$ cat config.mk
export PLATFORM = sky130hd
export DESIGN_NAME = jk_cmd_sequencer
export DESIGN_NICKNAME = d
export VERILOG_FILES = /design/src/rtl/jk_cmd_sequencer.sv
export SDC_FILE = /design/constraint.sdc
export NUM_CORES = 1
export LEC_CHECK = 0
export BUFFER_PORTS_ARGS = -buffer_cell sky130_fd_sc_hd__buf_4
export CORE_MARGIN = 4
export CORE_UTILIZATION = 38
export DETAILED_ROUTE_END_ITERATION = 10
export SLEW_MARGIN = 25
export SYNTH_ARGS = -nofsm -noshare
export SYNTH_HDL_FRONTEND = slang
export SYNTH_SLANG_ARGS = --single-unit
$ cat constraint.sdc
create_clock -name clk -period 4.3 [get_ports clk]
set_input_delay 0.645 -clock clk [delete_from_list [all_inputs] [get_ports clk]]
set_output_delay 0.645 -clock clk [all_outputs]
set_load 0.02 [all_outputs]
$ cat src/rtl/jk_cmd_sequencer.sv
// jk_cmd_sequencer: queues JK commands in a small FIFO, drives a downstream JK
// flip-flop for one cycle per command, then reports the resulting Q and a mismatch flag.
module jk_cmd_sequencer #(
    parameter int DEPTH = 4
) (
    input  logic       clk,
    input  logic       rst,
    input  logic       cmd_valid,
    input  logic [1:0] cmd,
    output logic       cmd_ready,
    output logic       j,
    output logic       k,
    input  logic       q_in,
    output logic       rsp_valid,
    output logic       rsp_q,
    output logic       rsp_err,
    output logic       busy
);
    localparam int AW = $clog2(DEPTH);
    localparam int CW = AW + 1;
    localparam logic [CW-1:0] FULL_CNT = CW'(DEPTH);

    typedef enum logic [1:0] {
        IDLE    = 2'd0,
        DRIVE   = 2'd1,
        CAPTURE = 2'd2
    } state_t;

    state_t        state_r;
    state_t        state_s;
    logic [1:0]    mem_r [DEPTH];
    logic [AW-1:0] wr_ptr_r;
    logic [AW-1:0] rd_ptr_r;
    logic [CW-1:0] count_r;
    logic          full_s;
    logic          empty_s;
    logic          push_s;
    logic          pop_s;
    logic [1:0]    head_s;
    logic [1:0]    cur_cmd_r;
    logic          j_s;
    logic          k_s;
    logic          j_r;
    logic          k_r;
    logic          q_before_r;
    logic          rsp_valid_r;
    logic          rsp_q_r;
    logic          rsp_err_r;

    function automatic logic [1:0] jk_decode(input logic [1:0] c);
        case (c)
            2'b00:   return 2'b00;
            2'b01:   return 2'b01;
            2'b10:   return 2'b10;
            2'b11:   return 2'b11;
            default: return 2'b00;
        endcase
    endfunction

    function automatic logic expected_q(input logic [1:0] c, input logic qb);
        case (c)
            2'b00:   return qb;
            2'b01:   return 1'b0;
            2'b10:   return 1'b1;
            2'b11:   return ~qb;
            default: return qb;
        endcase
    endfunction

    assign full_s    = (count_r == FULL_CNT);
    assign empty_s   = (count_r == {CW{1'b0}});
    assign push_s    = cmd_valid && !full_s && !rst;
    assign head_s    = mem_r[rd_ptr_r];
    assign cmd_ready = !full_s;
    assign busy      = (state_r != IDLE) || !empty_s;
    assign j         = j_r;
    assign k         = k_r;
    assign rsp_valid = rsp_valid_r;
    assign rsp_q     = rsp_q_r;
    assign rsp_err   = rsp_err_r;

    // FIFO storage; contents need no reset because count gates every read
    always_ff @(posedge clk) begin
        if (push_s) begin
            mem_r[wr_ptr_r] <= cmd;
        end
    end

    // FIFO pointers and occupancy; pointers wrap naturally since DEPTH is a power of two
    always_ff @(posedge clk) begin
        if (rst) begin
            wr_ptr_r <= {AW{1'b0}};
            rd_ptr_r <= {AW{1'b0}};
            count_r  <= {CW{1'b0}};
        end else begin
            if (push_s) wr_ptr_r <= wr_ptr_r + AW'(1);
            if (pop_s)  rd_ptr_r <= rd_ptr_r + AW'(1);
            case ({push_s, pop_s})
                2'b10:   count_r <= count_r + CW'(1);
                2'b01:   count_r <= count_r - CW'(1);
                default: count_r <= count_r;
            endcase
        end
    end

    // FSM state register
    always_ff @(posedge clk) begin
        if (rst) state_r <= IDLE;
        else     state_r <= state_s;
    end

    // FSM next state; a pop happens whenever the engine is free and work is queued
    always_comb begin
        state_s = state_r;
        pop_s   = 1'b0;
        case (state_r)
            IDLE: begin
                if (!empty_s) begin
                    pop_s   = 1'b1;
                    state_s = DRIVE;
                end else begin
                    state_s = IDLE;
                end
            end
            DRIVE: begin
                state_s = CAPTURE;
            end
            CAPTURE: begin
                if (!empty_s) begin
                    pop_s   = 1'b1;
                    state_s = DRIVE;
                end else begin
                    state_s = IDLE;
                end
            end
            default: begin
                state_s = IDLE;
            end
        endcase
    end

    // FSM outputs: J/K are driven only for the cycle following a pop
    always_comb begin
        j_s = 1'b0;
        k_s = 1'b0;
        if (pop_s) begin
            {j_s, k_s} = jk_decode(head_s);
        end else begin
            {j_s, k_s} = 2'b00;
        end
    end

    // Registered drive, Q sampling and response generation
    always_ff @(posedge clk) begin
        if (rst) begin
            j_r         <= 1'b0;
            k_r         <= 1'b0;
            cur_cmd_r   <= 2'b00;
            q_before_r  <= 1'b0;
            rsp_valid_r <= 1'b0;
            rsp_q_r     <= 1'b0;
            rsp_err_r   <= 1'b0;
        end else begin
            j_r         <= j_s;
            k_r         <= k_s;
            rsp_valid_r <= (state_r == CAPTURE);
            if (pop_s) cur_cmd_r <= head_s;
            if (state_r == DRIVE) q_before_r <= q_in;
            if (state_r == CAPTURE) begin
                rsp_q_r   <= q_in;
                rsp_err_r <= (q_in != expected_q(cur_cmd_r, q_before_r));
            end
        end
    end

endmodule

==> results.md <==
- Fin area: 1270 um2
- Total GRT Usage: roughly 9.8%
- Final period util: a little over half
- Final setup fails: 0
- Starting Density: about two fifths
- Slowest-stage cell, CP: dfxtp_1
- Syn Inst Count: approximately 100
- Met3 Use GR: under 10%
- Pwr per Cell Area: roughly 600 nW/um2
- Post-CTS sizing: 0
- Crit path buf inv count: 2
- Vias in the first global route: between 700 and 800
- Largest net degree at the start of global routing: 19
- Util after Layout: a little under half
- RSZ-0062 raised after global routing: false
- Die width: about 62 um
- Fin Setup TNS: 0 ns
- Multi-input combinational cell area: 452 um2
- Antenna Nets Post-Route: 0
- Grt total ovfl: 0
- Postcts setup bufs: 0
- Register area: 621 um2
- Seq/Total Area, Yosys: a little under three fifths
- H-tree depth: 1
- WP depth: 9
- Crit-path most repeated cell: inv_1
- Drt first pass iters: 4
- Crit. End Element: register
- Clock-pin transition on the worst setup and hold timing paths: 0.14 ns
- CORE AREA: approximately 2800 um2
- Cts hold-fix bufs: 0
- Max_cap viols: 0
- CTS tree: done
- Met2 Usage GRT: approximately 16%
- Clock Tree Buf Depth: 2
- Multiplexer share of the synthesized area: between 5 and 6%
- Flop-to-flop setup slack: roughly 2.0 ns
- Placed Area: 1240 um2
- I/O pins: 13
- VDD IR-drop max: approximately 400 uV
- Inserted Diodes: 0
- Syn nets: roughly 120
- Critical Path, Cell by Cell: nor3b_1 -> nor3_1 -> inv_1 -> ha_1 -> inv_1 -> fa_1 -> xor2_1 -> or3_1 -> a21oi_1
- Busiest metal layer after global routing: met2
- Distinct cells, synth: 23
- Final Total Pwr: 0.760 mW
- Placed cells: around 140
- Largest family of logic cells by synthesized area: simple AND/OR/NAND/NOR gates
- Layout area overhead: 12.9%
- Skew final: approximately 0.0053 ns
- Minimum clock period: about 2.3 ns
- R2r endpoint: count_r[2]$_SDFFE_PP0P_
- DR iter-0 viols: 15
- # rows: 19
- Tightest Hold Check Type: register to register
- GR Util met1: about an eighth
- Worst Hold Slack: roughly 0.49 ns
- CP delay by family, top: simple AND/OR/NAND/NOR gates
- Worst-skew pair later-pin latency: ~0.32 ns
- Initial antenna violation count: 0
- Startpoint Class: register
- Final WS setup: ~2 ns
- Leakage: between 0.4 and 0.5 nW
- Relative slew slack: between 60% and 70%
- Post-Syn Area per Cell: 10.8 um2
- Post-Syn Area: 1120 um2
- Worst reg2reg path startpoint: count_r[2]$_SDFFE_PP0P_
- I/O Buffers: 12
- Vias: about 760
- Final WL: 1730 um
- Slowest stage delay, CP: 0.41 ns
- First-pass GRT wire length: 3140 um
- Compound-Gate Fraction of Synth Area: 9.57%
- Tightest Pin Transition: between 0.5 and 0.6 ns
- Fin. max-slew vios: 0
- Synth Area in Adders: 7.34%
- CTS root buf: clkbuf_4
- Clk sinks: 27
- DRC viols: 0
- Worst reg2reg path depth: 9
- Register bit total from synthesis: 27
- Wire per inst: roughly 12 um
- Pre-CTS setup slack: about 1.9 ns
- WP data required: between 4 and 5 ns
- Routability cong.: just over 0.8
- Max frequency: between 400 and 500 MHz
- Die H: around 62 um
- Post-synthesis xor/xnor area fraction: between 1.5 and 2%
- Final std cells w/o fill: 148
- Synth Area in Simple Gates: ~16%
- HPWL Detailed: around 1300 um
- Crit path max fanout: 5
- Status: finished clean
- Crit path kind: register to register
- Share of cells above drive strength 1: about 17%
- Fill count: ~260
- WP data arrival: 2.57 ns
- Layout net count: between 100 and 150
- YS warnings: 0
- Die ar.: between 3000 and 4000 um2
- Hold Violations, Final: 0
- CP Capture Point: count_r[2]$_SDFFE_PP0P_
- CTS Buf Count: 3
- Via-to-Cell Ratio: about 5.1
- Crit. Startpoint: count_r[2]$_SDFFE_PP0P_
==> routing by layer <==
layer / part of all wire [%] / vias up
met5: 0 / -
met4: 2.0 / 0
met3: 3.9 / 5
met2: 48 / 10
met1: 46 / 364
li1: - / 380
==> worst min-delay path by stage <==
stage,from,end,depth (start not counted)
detailed placement,cur_cmd_r[0]$_SDFFE_PP0N_,cur_cmd_r[0]$_SDFFE_PP0N_,2
floorplan,cur_cmd_r[0]$_SDFFE_PP0N_,cur_cmd_r[0]$_SDFFE_PP0N_,2
finish,cur_cmd_r[0]$_SDFFE_PP0N_,cur_cmd_r[0]$_SDFFE_PP0N_,2
global route,cmd[1],mem_r[3][1]$_DFFE_PP_,1
CTS,cur_cmd_r[0]$_SDFFE_PP0N_,cur_cmd_r[0]$_SDFFE_PP0N_,2
global placement,cur_cmd_r[1]$_SDFFE_PP0N_,cur_cmd_r[1]$_SDFFE_PP0N_,2
==> cells in the mapped netlist <==
| master | n | area share [%] |
|---|---|---|
| dfxtp_1 | 19 | 34 |
| a31o_1 | 1 | 0.78 |
| clkbuf_1 | 3 | 1.0 |
| inv_1 | 11 | 3.7 |
| xor2_1 | 2 | 1.6 |
| nor2b_1 | 1 | 0.56 |
| mux2i_1 | 2 | 1.8 |
| fa_1 | 1 | 1.8 |
| edfxtp_1 | 8 | 21 |
| nand3_1 | 4 | 1.8 |
| nor2_1 | 10 | 3.3 |
| or3_4 | 1 | 1.0 |
| mux4_2 | 2 | 4.0 |
| a21oi_1 | 8 | 3.6 |
| nor3_1 | 3 | 1.3 |
| nand2b_1 | 1 | 0.56 |
| a311oi_2 | 1 | 1.3 |
| o21ai_0 | 7 | 3.1 |
| and2_1 | 8 | 4.4 |
| ha_1 | 5 | 5.6 |
| nor3b_1 | 1 | 0.67 |
| or3_1 | 4 | 2.2 |
| a311oi_1 | 1 | 0.78 |
==> where the power goes <==
| part | internal (mW) | switching [mW] | total, mW | leakage, nW |
|---|---|---|---|---|
| clock | 0.0348 | 0.0701 | 0.105 | 0.0177 |
| sequential | 0.318 | 0.0460 | 0.364 | 0.228 |
| combinational | 0.134 | 0.157 | 0.291 | 0.249 |
==> flip-flops by register name, summed over array words and instances, names as in the netlist, named ones only <==
| signal | cells |
|---|---|
| q_before_r | 1 |
| wr_ptr_r | 2 |
| state_r | 2 |
| rd_ptr_r | 2 |
| cur_cmd_r | 2 |
| k | 1 |
| rsp_q | 1 |
| mem_r | 8 |
| rsp_valid | 1 |
| rsp_err | 1 |
| j | 1 |
| count_r | 3 |
==> layout make-up <==
class / instances / share of cell area [%]
repair buffers: 12 / 7.09
well taps: 31 / 3.05
flip-flops and latches: 27 / 48.9
clock inverters: 1 / 0.394
inverters: 11 / 3.25
clock buffers: 3 / 1.77
multi-input cells: 63 / 35.6
==> cells by family (layout without fill, tap and decap cells) <==
kind of cell | after synthesis | count (layout)
buf+inv | 14 | 27
compound gates | 18 | 18
xor+xnor | 2 | 2
flops | 27 | 27
simple gates | 33 | 33
fa+ha+maj | 6 | 6
mux | 4 | 4
==> layout by cell type (no fill, tap or decap) <==
cell,count
dfxtp_1,19
buf_4,12
inv_1,11
nor2_1,10
and2_1,8
a21oi_1,8
edfxtp_1,8
o21ai_0,7
ha_1,5
or3_1,4
nand3_1,4
nor3_1,3
clkbuf_4,3
xor2_1,2
mux4_2,2
mux2i_1,2
nor3b_1,1
or3_4,1
a311oi_2,1
a31o_1,1
nand2b_1,1
nor2b_1,1
a311oi_1,1
fa_1,1
clkinv_2,1
==> tightest hold or removal path: stages (launching register included) <==
cell and delay, ns:
dfxtp_1 0.33, o21ai_0 0.06, a21oi_1 0.06
Note: power is estimated with default switching activity, not from simulation.
